$ cat src/rtl/branch_predictor.sv
// Fetch-side direction/target predictor: 2-bit counter PHT, direct-mapped BTB, mispredict counter.
// Define BP_GSHARE_EN to XOR a live global history register into the PHT index (gshare).
module branch_predictor #(
  parameter int         PHT_IDX_W = 5,
  parameter int         BTB_IDX_W = 4,
  parameter logic [1:0] PHT_INIT  = 2'b01
) (
  input  logic                 clk,
  input  logic                 rst,
  input  logic                 F_valid,
  input  logic [31:0]          F_PC,
  output logic                 F_pred_taken,
  output logic [PHT_IDX_W-1:0] F_pht_idx,
  output logic                 F_btb_hit,
  output logic [31:0]          F_btb_target,
  output logic [31:0]          F_pred_next_pc,
  input  logic                 E_update_en,
  input  logic [31:0]          E_PC,
  input  logic [PHT_IDX_W-1:0] E_pht_idx,
  input  logic                 E_actual_taken,
  input  logic [31:0]          E_actual_target,
  input  logic                 E_redirect_valid,
  output logic [31:0]          mispred_cnt
);

  localparam int PHT_N = 1 << PHT_IDX_W;
  localparam int BTB_N = 1 << BTB_IDX_W;
  localparam int TAG_W = 32 - BTB_IDX_W - 2;

  function automatic logic [1:0] sat_update(input logic [1:0] ctr, input logic taken);
    logic [1:0] res;
    res = ctr;
    if (taken) begin
      if (ctr != 2'b11) res = ctr + 2'b01;
      else              res = ctr;
    end else begin
      if (ctr != 2'b00) res = ctr - 2'b01;
      else              res = ctr;
    end
    return res;
  endfunction

  logic [PHT_N-1:0][1:0]       pht_q, pht_d;
  logic [BTB_N-1:0]            btb_valid_q, btb_valid_d;
  logic [BTB_N-1:0][TAG_W-1:0] btb_tag_q, btb_tag_d;
  logic [BTB_N-1:0][31:0]      btb_target_q, btb_target_d;
  logic [31:0]                 cnt_q, cnt_d;
  logic [PHT_IDX_W-1:0]        ghr_s;

  logic [PHT_IDX_W-1:0]        look_idx_s;
  logic [BTB_IDX_W-1:0]        look_btb_idx_s;
  logic                        look_match_s;
  logic [31:0]                 pc_plus4_s;
  logic [BTB_IDX_W-1:0]        upd_btb_idx_s;
  logic                        unused_s;

  assign unused_s      = ^{F_PC[1:0], E_PC[1:0]};
  assign upd_btb_idx_s = E_PC[BTB_IDX_W+1:2];
  assign mispred_cnt   = cnt_q;

`ifdef BP_GSHARE_EN
  logic [PHT_IDX_W-1:0] ghr_q, ghr_d;

  // History shifts in every resolved direction, oldest bit falls off the top.
  always_comb begin
    ghr_d = ghr_q;
    if (E_update_en) ghr_d = {ghr_q[PHT_IDX_W-2:0], E_actual_taken};
    else             ghr_d = ghr_q;
  end

  // Global history register.
  always_ff @(posedge clk or negedge rst) begin
    if (!rst) ghr_q <= {PHT_IDX_W{1'b0}};
    else      ghr_q <= ghr_d;
  end

  assign ghr_s = ghr_q;
`else
  assign ghr_s = {PHT_IDX_W{1'b0}};
`endif

  // Lookup reads only registered state, so a same-cycle update is seen one cycle later.
  always_comb begin
    look_idx_s     = F_PC[PHT_IDX_W+1:2] ^ ghr_s;
    look_btb_idx_s = F_PC[BTB_IDX_W+1:2];
    look_match_s   = btb_valid_q[look_btb_idx_s] &&
                     (btb_tag_q[look_btb_idx_s] == F_PC[31:BTB_IDX_W+2]);
    pc_plus4_s     = F_PC + 32'd4;
    F_pred_taken   = 1'b0;
    F_pht_idx      = {PHT_IDX_W{1'b0}};
    F_btb_hit      = 1'b0;
    F_btb_target   = 32'd0;
    if (F_valid) begin
      F_pred_taken = pht_q[look_idx_s][1];
      F_pht_idx    = look_idx_s;
      F_btb_hit    = look_match_s;
      F_btb_target = look_match_s ? btb_target_q[look_btb_idx_s] : 32'd0;
    end else begin
      F_pred_taken = 1'b0;
      F_pht_idx    = {PHT_IDX_W{1'b0}};
      F_btb_hit    = 1'b0;
      F_btb_target = 32'd0;
    end
    F_pred_next_pc = (F_pred_taken && F_btb_hit) ? F_btb_target : pc_plus4_s;
  end

  // Training: counter moves toward the outcome; taken branches (re)allocate their BTB slot.
  always_comb begin
    pht_d        = pht_q;
    btb_valid_d  = btb_valid_q;
    btb_tag_d    = btb_tag_q;
    btb_target_d = btb_target_q;
    if (E_update_en) begin
      pht_d[E_pht_idx] = sat_update(pht_q[E_pht_idx], E_actual_taken);
      if (E_actual_taken) begin
        btb_valid_d[upd_btb_idx_s]  = 1'b1;
        btb_tag_d[upd_btb_idx_s]    = E_PC[31:BTB_IDX_W+2];
        btb_target_d[upd_btb_idx_s] = E_actual_target;
      end else begin
        btb_valid_d = btb_valid_q;
      end
    end else begin
      pht_d = pht_q;
    end
  end

  // Mispredict counter, free-running and wrapping.
  always_comb begin
    cnt_d = cnt_q;
    if (E_redirect_valid) cnt_d = cnt_q + 32'd1;
    else                  cnt_d = cnt_q;
  end

  // Predictor tables and counter; reset clears everything immediately.
  always_ff @(posedge clk or negedge rst) begin
    if (!rst) begin
      pht_q        <= {PHT_N{PHT_INIT}};
      btb_valid_q  <= {BTB_N{1'b0}};
      btb_tag_q    <= {BTB_N{{TAG_W{1'b0}}}};
      btb_target_q <= {BTB_N{32'd0}};
      cnt_q        <= 32'd0;
    end else begin
      pht_q        <= pht_d;
      btb_valid_q  <= btb_valid_d;
      btb_tag_q    <= btb_tag_d;
      btb_target_q <= btb_target_d;
      cnt_q        <= cnt_d;
    end
  end

endmodule
$ cat config.mk
export PLATFORM = sky130hd
export DESIGN_NAME = branch_predictor
export DESIGN_NICKNAME = d
export VERILOG_FILES = /design/src/rtl/branch_predictor.sv
export SDC_FILE = /design/constraint.sdc
export NUM_CORES = 2
export LEC_CHECK = 0
export CAP_MARGIN = 20
export CORE_ASPECT_RATIO = 2
export CORE_UTILIZATION = 50
export CTS_CLUSTER_DIAMETER = 150
export CTS_CLUSTER_SIZE = 8
export DETAILED_ROUTE_END_ITERATION = 10
export GPL_TIMING_DRIVEN = 0
export PLACE_DENSITY = 0.68
export SETUP_SLACK_MARGIN = 0.05
export SLEW_MARGIN = 20
export SYNTH_ARGS = -nofsm -noshare
export SYNTH_HDL_FRONTEND = slang
export SYNTH_SLANG_ARGS = --single-unit
$ cat constraint.sdc
create_clock -name clk -period 9.5 [get_ports clk]
set_input_delay 0.95 -clock clk [delete_from_list [all_inputs] [get_ports clk]]
set_output_delay 0.95 -clock clk [all_outputs]
set_load 0.03 [all_outputs]
==> metrics.md <==
| Metric | Value |
|---|---|
| Crit path largest cell delay | `0.88 ns` |
| CTS Sinks | `1040` |
| GP Congestion | `1.00` |
| Critical Path RT | `roughly 8.6 ns` |
| Largest net degree at the start of global routing | `146` |
| Synthesized area | `0.0495 mm2` |
| Nets | `approximately 3700` |
| Status | `finished clean` |
| CP Class | `in2out` |
| Iter 0 DRT Violations | `~2100` |
| Post-synth top flop | `dfrtp_1` |
| Htree depth | `4` |
| Syn-to-layout area delta | `15.9%` |
| R2R Path Start | `pht_q[54]$_DFFE_PN1P_` |
| GRT Util Overall | `0.312` |
| Layout cells sized above 1 | `0.433` |
| TritonRoute pass-1 iters | `6` |
| EDFF count, synth | `0` |
| Worst EP arrival | `7.07 ns` |
| Initial core utilization | `0.506` |
| Max VDD drop | `about 160 uV` |
| # Post-CTS Setup Buffers | `0` |
| Final setup viols | `0` |
| FFs w/ async S/R, synth | `1.00` |
| Core area | `0.0977 mm2` |
| I/O pin cnt | `210` |
| Via/cell ratio | `approximately 6.2` |
| Max frequency | `125 MHz` |
| Most common cell after layout, fill and taps aside | `mux2_2` |
| Vias | `30700` |
| Worst reg2reg path depth | `7` |
| Total CTS buffers | `~150` |
| WL per Instance | `30.2 um` |
| Synth unique cells | `77` |
| Type of origin of the critical path | `input pin` |
| Slowest CP cell | `clkbuf_1` |
| CTS Buffer Depth | `3` |
| CTS tree | `yes` |
| Number of global-route vias before repair | `~33000` |
| Warnings from Yosys | `0` |
| Die Area | `0.100 mm2` |
| DRC | `0` |
| Clk_lat worst skew | `about 0.76 ns` |
| Drt total wl | `150000 um` |
| RSZ-0062 raised after global routing | `no` |
| Delay-heaviest family, CP | `buffers and inverters` |
| Post-DP HPWL | `109000 um` |
| Flop-to-flop setup slack | `a little under 7 ns` |
| Crit path capture type | `primary output` |
| First-pass GRT wire length | `224000 um` |
| Syn Nets | `about 3400` |
| Die X-Extent | `roughly 220 um` |
| Clock transition at path regs | `approximately 0.050 ns` |
| Routed Antenna Nets | `0` |
| Max-cap violations | `0` |
| Post-CTS sizing | `0` |
| Final Hold Viols | `0` |
| Final Cycle Share | `0.844` |
| Post-route setup TNS | `0 ns` |
| PwrDens | `~220 mW/mm2` |
| FP Rows | `about 160` |
| Max Slew Vio Count | `0` |
| Finished Cell Area | `0.0573 mm2` |
| Cells after Synth | `3274` |
| Leakage power | `roughly 25 nW` |
| I/O Buffers | `roughly 190` |
| Worst path cell trace | `clkdlybuf4s50_1 > buf_2 > buf_2 > buf_2 > clkbuf_1 > clkbuf_1 > clkbuf_1 > mux4_4 > mux4_2 > mux2_4 > clkdlybuf4s50_1` |
| Pre-CTS WS | `1.55 ns` |
| Initial antenna violation count | `13` |
| Worst-Margin Slew | `1.21 ns` |
| Worst clock skew | `around 0.012 ns` |
| Commonest non-fill, non-tap cells in the layout | `mux2_2, dfrtp_1, mux4_2` |
| CP max FO | `10` |
| Buf/Inv on CP | `8` |
| Post-synthesis sequential area ratio | `0.527` |
| Die Span Y | `447 um` |
| Post-CTS Hold Fix Bufs | `0` |
| Placed Area | `0.0533 mm2` |
| Grt total ovfl | `0` |
| Minimum clock period | `8.02 ns` |
| Clk root buf | `clkbuf_16` |
| Hold Crit Class | `in2async` |
| Syn_area_per_cell | `approximately 15 um2` |
| Reg-to-reg endpoint | `pht_q[53]$_DFFE_PN0P_` |
| Rel. slew slack | `0.193` |
| Synth Register Bits | `roughly 1000` |
| Post-route setup slack | `around 1.5 ns` |
-- power breakdown --
part           total (W)  switching, W  internal (W)
sequential       0.00574      0.000430       0.00531
clock            0.00473       0.00190       0.00284
combinational    0.00227       0.00102       0.00125
-- worst max path at each step --
stage / to / slack (ns) / depth (start not counted) / from
finish: F_pred_next_pc[29] / 1.48 / 11 / F_PC[3]
CTS: F_pred_next_pc[29] / 1.53 / 11 / F_PC[3]
floorplan: F_pred_next_pc[2] / 4.51 / 11 / F_PC[2]
global route: F_pred_next_pc[29] / 1.44 / 11 / F_PC[3]
global placement: btb_target_q[282]$_DFFE_PN0P_ / -39.98 / 1 / rst
detailed placement: F_pred_next_pc[29] / 1.55 / 11 / F_PC[3]
-- flip-flops by register name, indices dropped and copies added (netlist names) --
register	flops
pht_q	64
btb_valid_q	16
mispred_cnt	32
btb_tag_q	416
btb_target_q	512
-- cell type report --
class / count / area, um2
diodes: 3 / 7.51
plain buffers: 273 / 1290
clock buffers: 173 / 3880
clock inverters: 10 / 121
fillers: 7859 / 40400
inverters: 23 / 86.3
multi-input cells: 1938 / 22000
flip-flops and latches: 1040 / 26100
well taps: 1312 / 1640
repair buffers: 204 / 2200
-- through the flow --
stage	total power, W	hold slack, ns	utilization	instances
2_1_floorplan	0.00721	0.429	-	3274
3_3_place_gp	0.00801	0.444	0.543	4778
3_5_place_dp	0.00806	0.450	0.546	4789
4_1_cts	0.0128	0.0300	0.587	4972
5_1_grt	0.0132	0.0643	0.587	4974
6_report	0.0127	0.0638	0.587	4976
-- kinds of logic (layout without fill, tap and decap cells) --
kind of cell	Yosys count	count (layout)	share of synthesized area
AO/OA/AOI/OAI	129	129	0.0187
XOR/XNOR	74	74	0.0131
adder cells (fa/ha/maj)	4	4	0.000911
buffers and inverters	296	683	0.0277
flip-flops	1040	1040	0.527
multiplexers	1386	1386	0.374
other	0	3	0
AND/OR/NAND/NOR	345	345	0.0384
-- layer usage --
| layer | global-route usage | routed length (um) | up-vias |
|---|---|---|---|
| li1 | - | - | 12800 |
| met1 | 0.338 | 51500 | 16300 |
| met2 | 0.536 | 77000 | 1173 |
| met3 | 0.0803 | 10400 | 446 |
| met4 | 0.203 | 11300 | 18 |
| met5 | 0 | 124 | - |
-- cells in the mapped netlist (5+ instances only) --
library cell,n,area share
mux4_4,5,0.0025
dfrtp_1,1008,0.51
o21ai_0,9,0.00091
xor2_1,25,0.0044
buf_6,19,0.0043
mux2_2,1016,0.23
nor3_1,11,0.0011
a211oi_1,5,0.00076
clkbuf_1,182,0.014
buf_4,7,0.0011
buf_1,40,0.0030
nand4_1,25,0.0032
o211ai_1,5,0.00076
nand2b_1,15,0.0019
nand2_1,70,0.0053
and4_1,10,0.0018
nor2_1,60,0.0046
xnor2_1,49,0.0087
and3_1,9,0.0011
a21oi_1,17,0.0017
buf_2,19,0.0019
mux4_2,245,0.11
nand3_1,35,0.0035
a22oi_1,38,0.0058
a31oi_1,7,0.00089
or2_2,14,0.0018
nor2b_1,25,0.0032
mux4_1,5,0.0027
nand3b_1,5,0.00076
buf_8,6,0.0018
nor4b_1,5,0.00089
inv_1,22,0.0017
and2_1,12,0.0015
mux2i_1,86,0.017
dfstp_2,32,0.017
nor3b_1,7,0.0011
and2b_1,17,0.0026
o22ai_1,16,0.0020
mux2_4,29,0.0088
Note: power is estimated with default switching activity, not from simulation.
